--- src/rtl/nmr_bstrm_pls_cnt.sv ---
// -----------------------------------------------------------------------------
// nmr_bstrm_pls_cnt
//
// Sequencer for the NMR bitstream pulse generator. It fetches instruction words
// from a synchronous SRAM with 2-cycle read latency. For each word it latches
// the initial-delay, pulse-width and post-pulse-delay fields. It then fires a
// one-cycle BT_START at the bitstream generator and waits for BT_DONE. After
// that it decodes the command bits: LOOP_START, LOOP_END and STOP. It supports
// one loop level.
//
// Ports
//   CLK          : clock, all logic on rising edge
//   RST          : asynchronous active-low reset
//   START        : sequence start request (rising edge detected in IDLE)
//   DONE         : one-cycle pulse when the sequence completes
//   SRAM_ADDR    : instruction address
//   SRAM_CS      : SRAM chip select (high in RD_ADDR / RD_WAIT / LATCH)
//   SRAM_CLKEN   : SRAM clock enable (same timing as SRAM_CS)
//   SRAM_WR      : write strobe, constant 0
//   SRAM_RD_DAT  : instruction word read from SRAM
//   SRAM_WR_DAT  : write data, constant 0
//   SRAM_BYTEEN  : byte enables, constant all-ones
//   BT_START     : one-cycle start pulse to the bitstream generator
//   BT_DONE      : bitstream generator completion (level, sampled in BT_WAIT)
//   idly_reg     : latched initial delay
//   pls_reg      : latched pulse width
//   edly_reg     : latched post-pulse delay
// -----------------------------------------------------------------------------
module nmr_bstrm_pls_cnt #(
    parameter int IDLY_WIDTH        = 32,
    parameter int PLS_WIDTH         = 32,
    parameter int EDLY_WIDTH        = 32,
    parameter int CNT_WIDTH         = 32,
    parameter int CMD_WIDTH         = 8,
    parameter int LOOP_WIDTH        = 16,
    parameter int SRAM_ADDR_WIDTH   = 8,
    parameter int SRAM_DAT_WIDTH    = 128,
    parameter int SRAM_BYTEEN_WIDTH = 16
) (
    input  logic                         CLK,
    input  logic                         RST,
    input  logic                         START,
    output logic                         DONE,
    output logic [SRAM_ADDR_WIDTH-1:0]   SRAM_ADDR,
    output logic                         SRAM_CS,
    output logic                         SRAM_CLKEN,
    output logic                         SRAM_WR,
    input  logic [SRAM_DAT_WIDTH-1:0]    SRAM_RD_DAT,
    output logic [SRAM_DAT_WIDTH-1:0]    SRAM_WR_DAT,
    output logic [SRAM_BYTEEN_WIDTH-1:0] SRAM_BYTEEN,
    output logic                         BT_START,
    input  logic                         BT_DONE,
    output logic [IDLY_WIDTH-1:0]        idly_reg,
    output logic [PLS_WIDTH-1:0]         pls_reg,
    output logic [EDLY_WIDTH-1:0]        edly_reg
);

    // Field positions inside the instruction word: the delay/pulse fields are
    // packed from the top, the loop count starts at bit 16, the command at bit 0.
    localparam int IDLY_LSB = SRAM_DAT_WIDTH - IDLY_WIDTH;
    localparam int PLS_LSB  = IDLY_LSB - PLS_WIDTH;
    localparam int EDLY_LSB = PLS_LSB - EDLY_WIDTH;
    localparam int LOOP_LSB = 16;

    localparam logic [LOOP_WIDTH-1:0]      LOOP_ONE = {{(LOOP_WIDTH-1){1'b0}}, 1'b1};
    localparam logic [SRAM_ADDR_WIDTH-1:0] ADDR_ONE = {{(SRAM_ADDR_WIDTH-1){1'b0}}, 1'b1};
    localparam logic [SRAM_ADDR_WIDTH-1:0] ADDR_MAX = {SRAM_ADDR_WIDTH{1'b1}};

    typedef enum logic [2:0] {
        ST_IDLE    = 3'd0,
        ST_RD_ADDR = 3'd1,
        ST_RD_WAIT = 3'd2,
        ST_LATCH   = 3'd3,
        ST_BT_GO   = 3'd4,
        ST_BT_WAIT = 3'd5,
        ST_DECODE  = 3'd6,
        ST_FINISH  = 3'd7
    } state_t;

    state_t                      state_r;
    state_t                      state_nx_s;

    logic                        start_d_r;
    logic                        start_rise_s;

    logic [SRAM_ADDR_WIDTH-1:0]  addr_r;
    logic [SRAM_ADDR_WIDTH-1:0]  addr_nx_s;
    logic [SRAM_ADDR_WIDTH-1:0]  loop_addr_r;
    logic [SRAM_ADDR_WIDTH-1:0]  loop_addr_nx_s;
    logic [LOOP_WIDTH-1:0]       loop_cnt_r;
    logic [LOOP_WIDTH-1:0]       loop_cnt_nx_s;
    logic                        jumped_r;
    logic                        jumped_nx_s;

    logic [2:0]                  cmd_r;
    logic [LOOP_WIDTH-1:0]       loop_fld_r;

    logic                        ls_take_s;
    logic [LOOP_WIDTH-1:0]       eff_cnt_s;
    logic [SRAM_ADDR_WIDTH-1:0]  eff_addr_s;

    logic                        cs_r;
    logic                        bt_start_r;
    logic                        done_r;
    logic [IDLY_WIDTH-1:0]       idly_r;
    logic [PLS_WIDTH-1:0]        pls_r;
    logic [EDLY_WIDTH-1:0]       edly_r;

    // Reserved parameter and ignored word bits (command bits above STOP and
    // the spare byte) are gathered here so they are visibly unused.
    logic                        unused_s;
    assign unused_s = ^{SRAM_RD_DAT[LOOP_LSB-1:3], (CNT_WIDTH > 0)};

    assign start_rise_s = START & ~start_d_r;

    // LOOP_START arms the loop only when its word is reached sequentially.
    // On a loop-back jump the word is re-entered with jumped_r set, so the
    // counter is not reloaded and the loop terminates. This is also what lets
    // a word carrying both LOOP_START and LOOP_END repeat itself.
    assign ls_take_s  = cmd_r[0] & ~jumped_r;
    assign eff_cnt_s  = ls_take_s ? loop_fld_r : loop_cnt_r;
    assign eff_addr_s = ls_take_s ? addr_r     : loop_addr_r;

    // Next-state and datapath next-value logic
    always_comb begin
        state_nx_s     = state_r;
        addr_nx_s      = addr_r;
        loop_addr_nx_s = loop_addr_r;
        loop_cnt_nx_s  = loop_cnt_r;
        jumped_nx_s    = jumped_r;
        case (state_r)
            ST_IDLE: begin
                if (start_rise_s) begin
                    addr_nx_s      = {SRAM_ADDR_WIDTH{1'b0}};
                    loop_addr_nx_s = {SRAM_ADDR_WIDTH{1'b0}};
                    loop_cnt_nx_s  = {LOOP_WIDTH{1'b0}};
                    jumped_nx_s    = 1'b0;
                    state_nx_s     = ST_RD_ADDR;
                end else begin
                    state_nx_s     = ST_IDLE;
                end
            end
            ST_RD_ADDR: state_nx_s = ST_RD_WAIT;
            ST_RD_WAIT: state_nx_s = ST_LATCH;
            ST_LATCH:   state_nx_s = ST_BT_GO;
            ST_BT_GO:   state_nx_s = ST_BT_WAIT;
            ST_BT_WAIT: begin
                if (BT_DONE) begin
                    state_nx_s = ST_DECODE;
                end else begin
                    state_nx_s = ST_BT_WAIT;
                end
            end
            ST_DECODE: begin
                loop_cnt_nx_s  = eff_cnt_s;
                loop_addr_nx_s = eff_addr_s;
                if (cmd_r[1] && (eff_cnt_s > LOOP_ONE)) begin
                    loop_cnt_nx_s = eff_cnt_s - LOOP_ONE;
                    addr_nx_s     = eff_addr_s;
                    jumped_nx_s   = 1'b1;
                    state_nx_s    = ST_RD_ADDR;
                end else begin
                    jumped_nx_s = 1'b0;
                    if (cmd_r[2] || (addr_r == ADDR_MAX)) begin
                        state_nx_s = ST_FINISH;
                    end else begin
                        addr_nx_s  = addr_r + ADDR_ONE;
                        state_nx_s = ST_RD_ADDR;
                    end
                end
            end
            ST_FINISH: state_nx_s = ST_IDLE;
            default:   state_nx_s = ST_IDLE;
        endcase
    end

    // State, sequencing registers and registered control outputs
    always_ff @(posedge CLK or negedge RST) begin
        if (!RST) begin
            state_r     <= ST_IDLE;
            start_d_r   <= 1'b0;
            addr_r      <= {SRAM_ADDR_WIDTH{1'b0}};
            loop_addr_r <= {SRAM_ADDR_WIDTH{1'b0}};
            loop_cnt_r  <= {LOOP_WIDTH{1'b0}};
            jumped_r    <= 1'b0;
            cs_r        <= 1'b0;
            bt_start_r  <= 1'b0;
            done_r      <= 1'b0;
        end else begin
            state_r     <= state_nx_s;
            start_d_r   <= START;
            addr_r      <= addr_nx_s;
            loop_addr_r <= loop_addr_nx_s;
            loop_cnt_r  <= loop_cnt_nx_s;
            jumped_r    <= jumped_nx_s;
            // Outputs decoded from the next state so they align with the state
            cs_r        <= (state_nx_s == ST_RD_ADDR) || (state_nx_s == ST_RD_WAIT) ||
                           (state_nx_s == ST_LATCH);
            bt_start_r  <= (state_nx_s == ST_BT_GO);
            done_r      <= (state_nx_s == ST_FINISH);
        end
    end

    // Instruction field capture when the SRAM word is valid
    always_ff @(posedge CLK or negedge RST) begin
        if (!RST) begin
            idly_r     <= {IDLY_WIDTH{1'b0}};
            pls_r      <= {PLS_WIDTH{1'b0}};
            edly_r     <= {EDLY_WIDTH{1'b0}};
            cmd_r      <= 3'b000;
            loop_fld_r <= {LOOP_WIDTH{1'b0}};
        end else if (state_r == ST_LATCH) begin
            idly_r     <= SRAM_RD_DAT[IDLY_LSB +: IDLY_WIDTH];
            pls_r      <= SRAM_RD_DAT[PLS_LSB  +: PLS_WIDTH];
            edly_r     <= SRAM_RD_DAT[EDLY_LSB +: EDLY_WIDTH];
            cmd_r      <= SRAM_RD_DAT[2:0];
            loop_fld_r <= SRAM_RD_DAT[LOOP_LSB +: LOOP_WIDTH];
        end else begin
            idly_r     <= idly_r;
            pls_r      <= pls_r;
            edly_r     <= edly_r;
            cmd_r      <= cmd_r;
            loop_fld_r <= loop_fld_r;
        end
    end

    assign DONE        = done_r;
    assign SRAM_ADDR   = addr_r;
    assign SRAM_CS     = cs_r;
    assign SRAM_CLKEN  = cs_r;
    assign SRAM_WR     = 1'b0;
    assign SRAM_WR_DAT = {SRAM_DAT_WIDTH{1'b0}};
    assign SRAM_BYTEEN = {SRAM_BYTEEN_WIDTH{1'b1}};
    assign BT_START    = bt_start_r;
    assign idly_reg    = idly_r;
    assign pls_reg     = pls_r;
    assign edly_reg    = edly_r;

endmodule

--- config.mk ---
export PLATFORM = sky130hd
export DESIGN_NAME = nmr_bstrm_pls_cnt
export DESIGN_NICKNAME = d
export VERILOG_FILES = /design/src/rtl/nmr_bstrm_pls_cnt.sv
export SDC_FILE = /design/constraint.sdc
export NUM_CORES = 1
export LEC_CHECK = 0
export BUFFER_PORTS_ARGS = -buffer_cell sky130_fd_sc_hd__buf_4
export CAP_MARGIN = 15
export CORE_AREA = 2 2 149 151
export DETAILED_ROUTE_END_ITERATION = 8
export DIE_AREA = 0 0 151 153
export PLACE_DENSITY = 0.67
export SLEW_MARGIN = 15
export SYNTH_ARGS = -nofsm -noshare
export SYNTH_HDL_FRONTEND = slang
export SYNTH_SLANG_ARGS = --single-unit
--- constraint.sdc ---
create_clock -name CLK -period 5.75 [get_ports CLK]
set_clock_uncertainty 0.15 [all_clocks]
set_input_delay 0.575 -clock CLK [delete_from_list [all_inputs] [get_ports CLK]]
set_output_delay 0.575 -clock CLK [all_outputs]
set_load 0.01 [all_outputs]
# Yosys cells after proc, flatten, opt, wreduce, memory -nomap -nowiden

Cells that the tools add are included.

Register bits after elaboration: 155
Logic and storage cells: 62
RAM bits: 0
ROM bits: 0
Latch bits: 0
Memories kept: 0
Input bits: 132
Output and inout port bits: 253

Shift-type cells: 0
$lt $le $gt $ge: 1
Div/mod/pow operators: 0
Multiply operators: 0
Eq/ne operators: 15
Reduce and logical (&&, ||, !) cells: 8
Bitwise logic cells: 4
Multiplexer cells: 18
$add $sub $neg: 2

Operators by type and width:

| cell                                                                              | number |
|---|---|
| 16-bit 2-to-1 mux                                                                 | 3 |
| 8-bit 2-to-1 mux                                                                  | 4 |
| 16-bit one-hot mux with 2 select lines                                            | 1 |
| 8-bit one-hot mux with 2 select lines                                             | 2 |
| 3-bit one-hot mux with 8 select lines                                             | 1 |
| 3-bit equality test (second input constant)                                       | 6 |
| 16-bit by 1-bit greater-than comparator with 1-bit output (second input constant) | 1 |
| 16-bit by 1-bit subtractor with 16-bit output (second input constant)             | 1 |
| 3-bit by 2-bit equality test with 1-bit output (second input constant)            | 4 |
| 8-bit by 1-bit adder with 8-bit output (second input constant)                    | 1 |
| 8-bit equality test (second input constant)                                       | 1 |
| 3-bit by 1-bit equality test with 1-bit output (second input constant)            | 2 |
| 3-bit 2-to-1 mux                                                                  | 2 |
| 3-bit logical NOT                                                                 | 1 |
| 1-bit logical OR                                                                  | 3 |
| 1-bit 2-to-1 mux                                                                  | 3 |
| 3-bit inequality test (second input constant)                                     | 1 |
| 3-bit AND reduction                                                               | 1 |
| 1-bit bitwise AND                                                                 | 2 |
| 2-bit 2-to-1 mux                                                                  | 1 |
| 2-bit inequality test (second input constant)                                     | 1 |
| 1-bit inverter                                                                    | 2 |
| 1-bit one-hot mux with 2 select lines                                             | 1 |
| 2-bit AND reduction                                                               | 1 |
| 2 further kinds                                                                   | 2 |

# Longest topological paths before layout

Depth in word-level cells: 10
Depth in mapped cells: 14
Gate-level depth less buffers: 11

# Worst setup path after synthesis

OpenSTA, ideal clock, no wires.

Kind: register -> register
Start point: register jumped_r
End point: register loop_cnt_r[13]
Stages on the path, launching flop included: 13
Arrival time: 3.013 ns
Clock period less this slack: 3.289 ns
Path slack: 2.461 ns
Buffers on the path: 2
Cell sequence: dfrtp_1 nand2b_1 buf_6 buf_1 mux2i_1 ha_1 nor2_1 a211oi_2 nand4bb_4 o311a_4 and3_4 xor2_1 a221o_1

Word-level cells in the longest chain between the ends: 7
Elaborated cells between the ends (all ways): 8
Those cells by class: 1 x add/sub; 1 x order compare; 3 x mux; 2 x bitwise; 1 x reduce/logical

Ends and longest elaborated chain:

| item                                                      | line | RTL |
|---|---|---|
| start, declared                                           | 92   | `logic jumped_r;` |
| start signal, assigned                                    | 195  | `jumped_r <= jumped_nx_s;` |
| 1-bit inverter *                                          | 120  | `assign ls_take_s = cmd_r[0] & ~jumped_r;` |
| 1-bit bitwise AND *                                       | 120  |  |
| 16-bit 2-to-1 mux *                                       | 121  | `assign eff_cnt_s = ls_take_s ? loop_fld_r : loop_cnt_r;` |
| 16-bit by 1-bit greater-than comparator with 1-bit output | 157  | `if (cmd_r[1] && (eff_cnt_s > LOOP_ONE)) begin` |
| 1-bit logical AND                                         | 157  |  |
| 16-bit 2-to-1 mux *                                       | 157  |  |
| 16-bit one-hot mux with 2 select lines *                  | 131  | `case (state_r)` |
| end signal, assigned                                      | 184  | `loop_cnt_r <= {LOOP_WIDTH{1'b0}};` |
| end signal, assigned                                      | 194  | `loop_cnt_r <= loop_cnt_nx_s;` |
| end, declared                                             | 90   | `logic [LOOP_WIDTH-1:0] loop_cnt_r;` |

Mark *: on every way between the ends. The rest lies on a longest branch, timed or not.
A chain may end at the register's enable or synchronous reset.

# Worst setup path in the final report

Start point: register jumped_r
End point: register addr_r[5], in the netlist SRAM_ADDR[5]

Word-level cells in the longest chain between the ends: 7
Elaborated cells between the ends (all ways): 10
Those cells by class: 1 x order compare; 1 x eq/ne; 4 x mux; 2 x bitwise; 2 x reduce/logical

Ends and longest elaborated chain:

| item                                                                                          | line | RTL |
|---|---|---|
| 1-bit inverter *                                                                              | 120  |  |
| 1-bit bitwise AND *                                                                           | 120  |  |
| 16-bit 2-to-1 mux                                                                             | 121  |  |
| 16-bit by 1-bit greater-than comparator with 1-bit output                                     | 157  |  |
| 1-bit logical AND                                                                             | 157  |  |
| 3-bit inequality test (no source line) or 8-bit 2-to-1 mux (tied branches)                    | --   |  |
| 3-bit AND reduction (no source line) or 8-bit one-hot mux with 2 select lines (tied branches) | --   |  |
| end signal, assigned                                                                          | 182  | `addr_r <= {SRAM_ADDR_WIDTH{1'b0}};` |
| end signal, assigned                                                                          | 192  | `addr_r <= addr_nx_s;` |
| end, declared                                                                                 | 86   | `logic [SRAM_ADDR_WIDTH-1:0] addr_r;` |

Marked as above.

==> impl_results.md <==
- Synth Register Bits: 155
- Pre-CTS setup slack: 1952 ps
- DR vias: 6303
- Mapped Cells: 929
- I/O pin count: approximately 390
- Largest net degree at the start of global routing: ~100
- Layout cells sized above 1: about a quarter
- Core box area: ~21000 um2
- CP Data Arrival Time: 3970 ps
- Reg2reg path depth: 12
- Max frequency: 260.0 MHz
- Avg WL per Cell: 13.92 um
- Clock buffer depth: 2
- Slew margin rel.: a little over a third
- Post-Syn Area per Cell: slightly below 9 um2
- Power density over the cells: 558.5 nW/um2
- GRT Util Overall: 17.25%
- Logic gate share of total power: 44.3%
- Synth top area cells: dfrtp_1, nand2_1, buf_4, mux2i_1, clkbuf_1
- Number of global-route vias before repair: 6082
- Worst setup margin: 1905 ps
- Final hold violations: 0
- Die area: 23100 um2
- Worst R2R Setup Slack: 1900 ps
- Ant diodes: 0
- R2R Path Start: jumped_r
- CTS tree: yes
- Post-route setup TNS: 0 ps
- Crit path launch: jumped_r
- Internal: 3.285 mW
- First-pass GRT wire length: 31510 um
- Die width: 151 um
- R2r endpoint: SRAM_ADDR[5]
- DRC viols: 0
- Seq pwr share: 35.2%
- Setup crit end kind: flip-flop
- Initial Util: 37.40%
- Cts hold-fix bufs: 0
- Sequential share of the synthesized area: 48.26%
- Syn. warnings: 0
- Critical Path RT: 5880 ps
- Root buf cell: clkbuf_16
- DRT iter0 DRCs: 308
- Clock sink count: about 160
- Sw Share: between 40 and 50%
- Clk pwr share: 20.5%
- P_leak: 5.408 nW
- Critical path peak fanout: 28
- Rows: 54
- Post-CTS setup buffers: 0
- Primary FF master, synth: dfrtp_1
- Setup violators final: 0
- Net Sw Power: 2.293 mW
- Final Core Density: 46.48%
- VDD IR max: 0.2768 mV
- Worst hold slack: approximately 94 ps
- Hold Path Class: in2async
- Fill count: 2111
- Startpoint types: flip-flop
- Clock Latency Late Sink: around 420 ps
- Final Cycle Share: about two thirds
- Synth async-reset ratio: 100.0%
- Post-Syn Area: around 8000 um2
- Top cell type's share of synthesized area: slightly below 50%
- Drt via density: approximately 4.4
- Die span in y: 153 um
- Slew Limit Fails: 0
- P&R area growth vs syn: 24.27%
- RSZ-0062 raised after global routing: no
- Routability Congestion: 0.8213
- Grt total ovfl: 0
- Initial antenna violation count: 0
- Max-cap viol count: 0
- Worst Tran Pin Value: 976.1 ps
- Worst-path clk slew: ~70 ps
- CTS Buf Count: 17
- Post-synth EDFFs: 0
- Distinct cells, synth: 60
- # nets final: 1268
- Largest area contributor in the netlist: dfrtp_1
- Final wirelength: 19860 um
- CTS resizes: 0
- Crit Path Category: reg2reg
- Minimum clock period: a little under 4000 ps
- DR pass1 iterations: 4
- Post-DP HPWL: 13840 um
- Buffers on Ports: 226
- Routed Antenna Nets: 0
- Status: completed
- H-tree depth: 4
==> synth_stat cells, drive strengths merged (3+ instances only) <==
library cell / n
ha: 3
dfrtp: 155
a22o: 7
and3: 6
and3b: 3
buf: 155
a221o: 4
o31ai: 6
nand3: 23
mux2i: 19
xnor2: 7
o221ai: 4
a21oi: 10
o21ai: 28
nor3: 13
or4b: 3
xor2: 6
or2: 3
clkbuf: 35
nand4: 3
nand2: 365
inv: 6
nor2: 31
==> critical path, cell delays in order, from the launching register on <==
cell and delay (ps):
dfrtp_1 410, nand2b_1 130, buf_4 370, mux2i_1 340, inv_1 120, ha_1 190, nor2_1 160, a211oi_2 90
and4bb_2 280, a31oi_4 610, mux2i_1 520, a2bb2oi_1 220, o22ai_1 100
==> per-stage QoR <==
| step | power, mW | cells | instance area, um2 |
|---|---|---|---|
| after global placement | 4.414 | 1394 | 9394 |
| after global routing | 6.032 | 1426 | 9987 |
| after detailed placement | 4.479 | 1394 | 9394 |
| final | 5.578 | 1426 | 9987 |
| after floorplan | 3.517 | 1072 | 8573 |
| after CTS | 5.650 | 1426 | 9987 |
==> logic make-up after synthesis <==
family,share of synthesized area (%)
simple gates,23.93
buf+inv,16.21
flops,48.26
compound gates,7.053
mux,2.569
xor+xnor,1.417
fa+ha+maj,0.4671
other cells,0.09345
==> metal layers <==
layer | vias up | track usage, % | part of all wire, %
li1 | 3113 | - | -
met1 | 2987 | 21.84 | 41
met2 | 192 | 28.66 | 51
met3 | 11 | 5.642 | 7.0
met4 | 0 | 3.916 | 0.82
met5 | - | 0 | 0
==> final cells by class <==
class | count | area [um2] | share of cell area [%]
Tap cell | 280 | 350.3 | 3.508
Inverter | 6 | 25.02 | 0.2506
Multi-Input combinational cell | 721 | 3395 | 33.99
Sequential cell | 155 | 3879 | 38.84
Timing Repair Buffer | 232 | 1745 | 17.48
Clock inverter | 15 | 167.7 | 1.679
Clock buffer | 17 | 425.4 | 4.260
==> power groups by stage <==
stage               combinational (mW)  clock [mW]  sequential (mW)
global route                      2.76        1.23             2.04
CTS                               2.51        1.17             1.97
detailed placement                2.50           0             1.97
floorplan                         1.46           0             2.06
finish                            2.47        1.14             1.97
global placement                  2.45           0             1.96
==> worst max-delay path by stage <==
| stage | endpoint | cells past startpoint |
|---|---|---|
| finish | SRAM_ADDR[5] | 12 |
| global route | SRAM_ADDR[5] | 12 |
| CTS | SRAM_ADDR[5] | 12 |
| detailed placement | SRAM_ADDR[5] | 12 |
| global placement | SRAM_ADDR[5] | 12 |
| floorplan | loop_cnt_r[13] | 12 |
==> cells in the final DEF (no fill, tap or decap), types with 5 or more instances in the layout <==
cell       netlist  layout
a21oi_1         10      10
a22o_1           7       7
and3_1           5       5
buf_4          146     231
clkbuf_16        0      17
conb_1           2     145
dfrtp_1        155     155
inv_1            5       5
inv_6            0       6
inv_8            0       5
mux2i_1         17      17
nand2_1        365     365
nand3_1         23      23
nor2_1          31      31
nor3_1          13      13
o21ai_0         25      25
xnor2_1          7       7
xor2_1           6       6
Power figures use the tool's default switching activity.
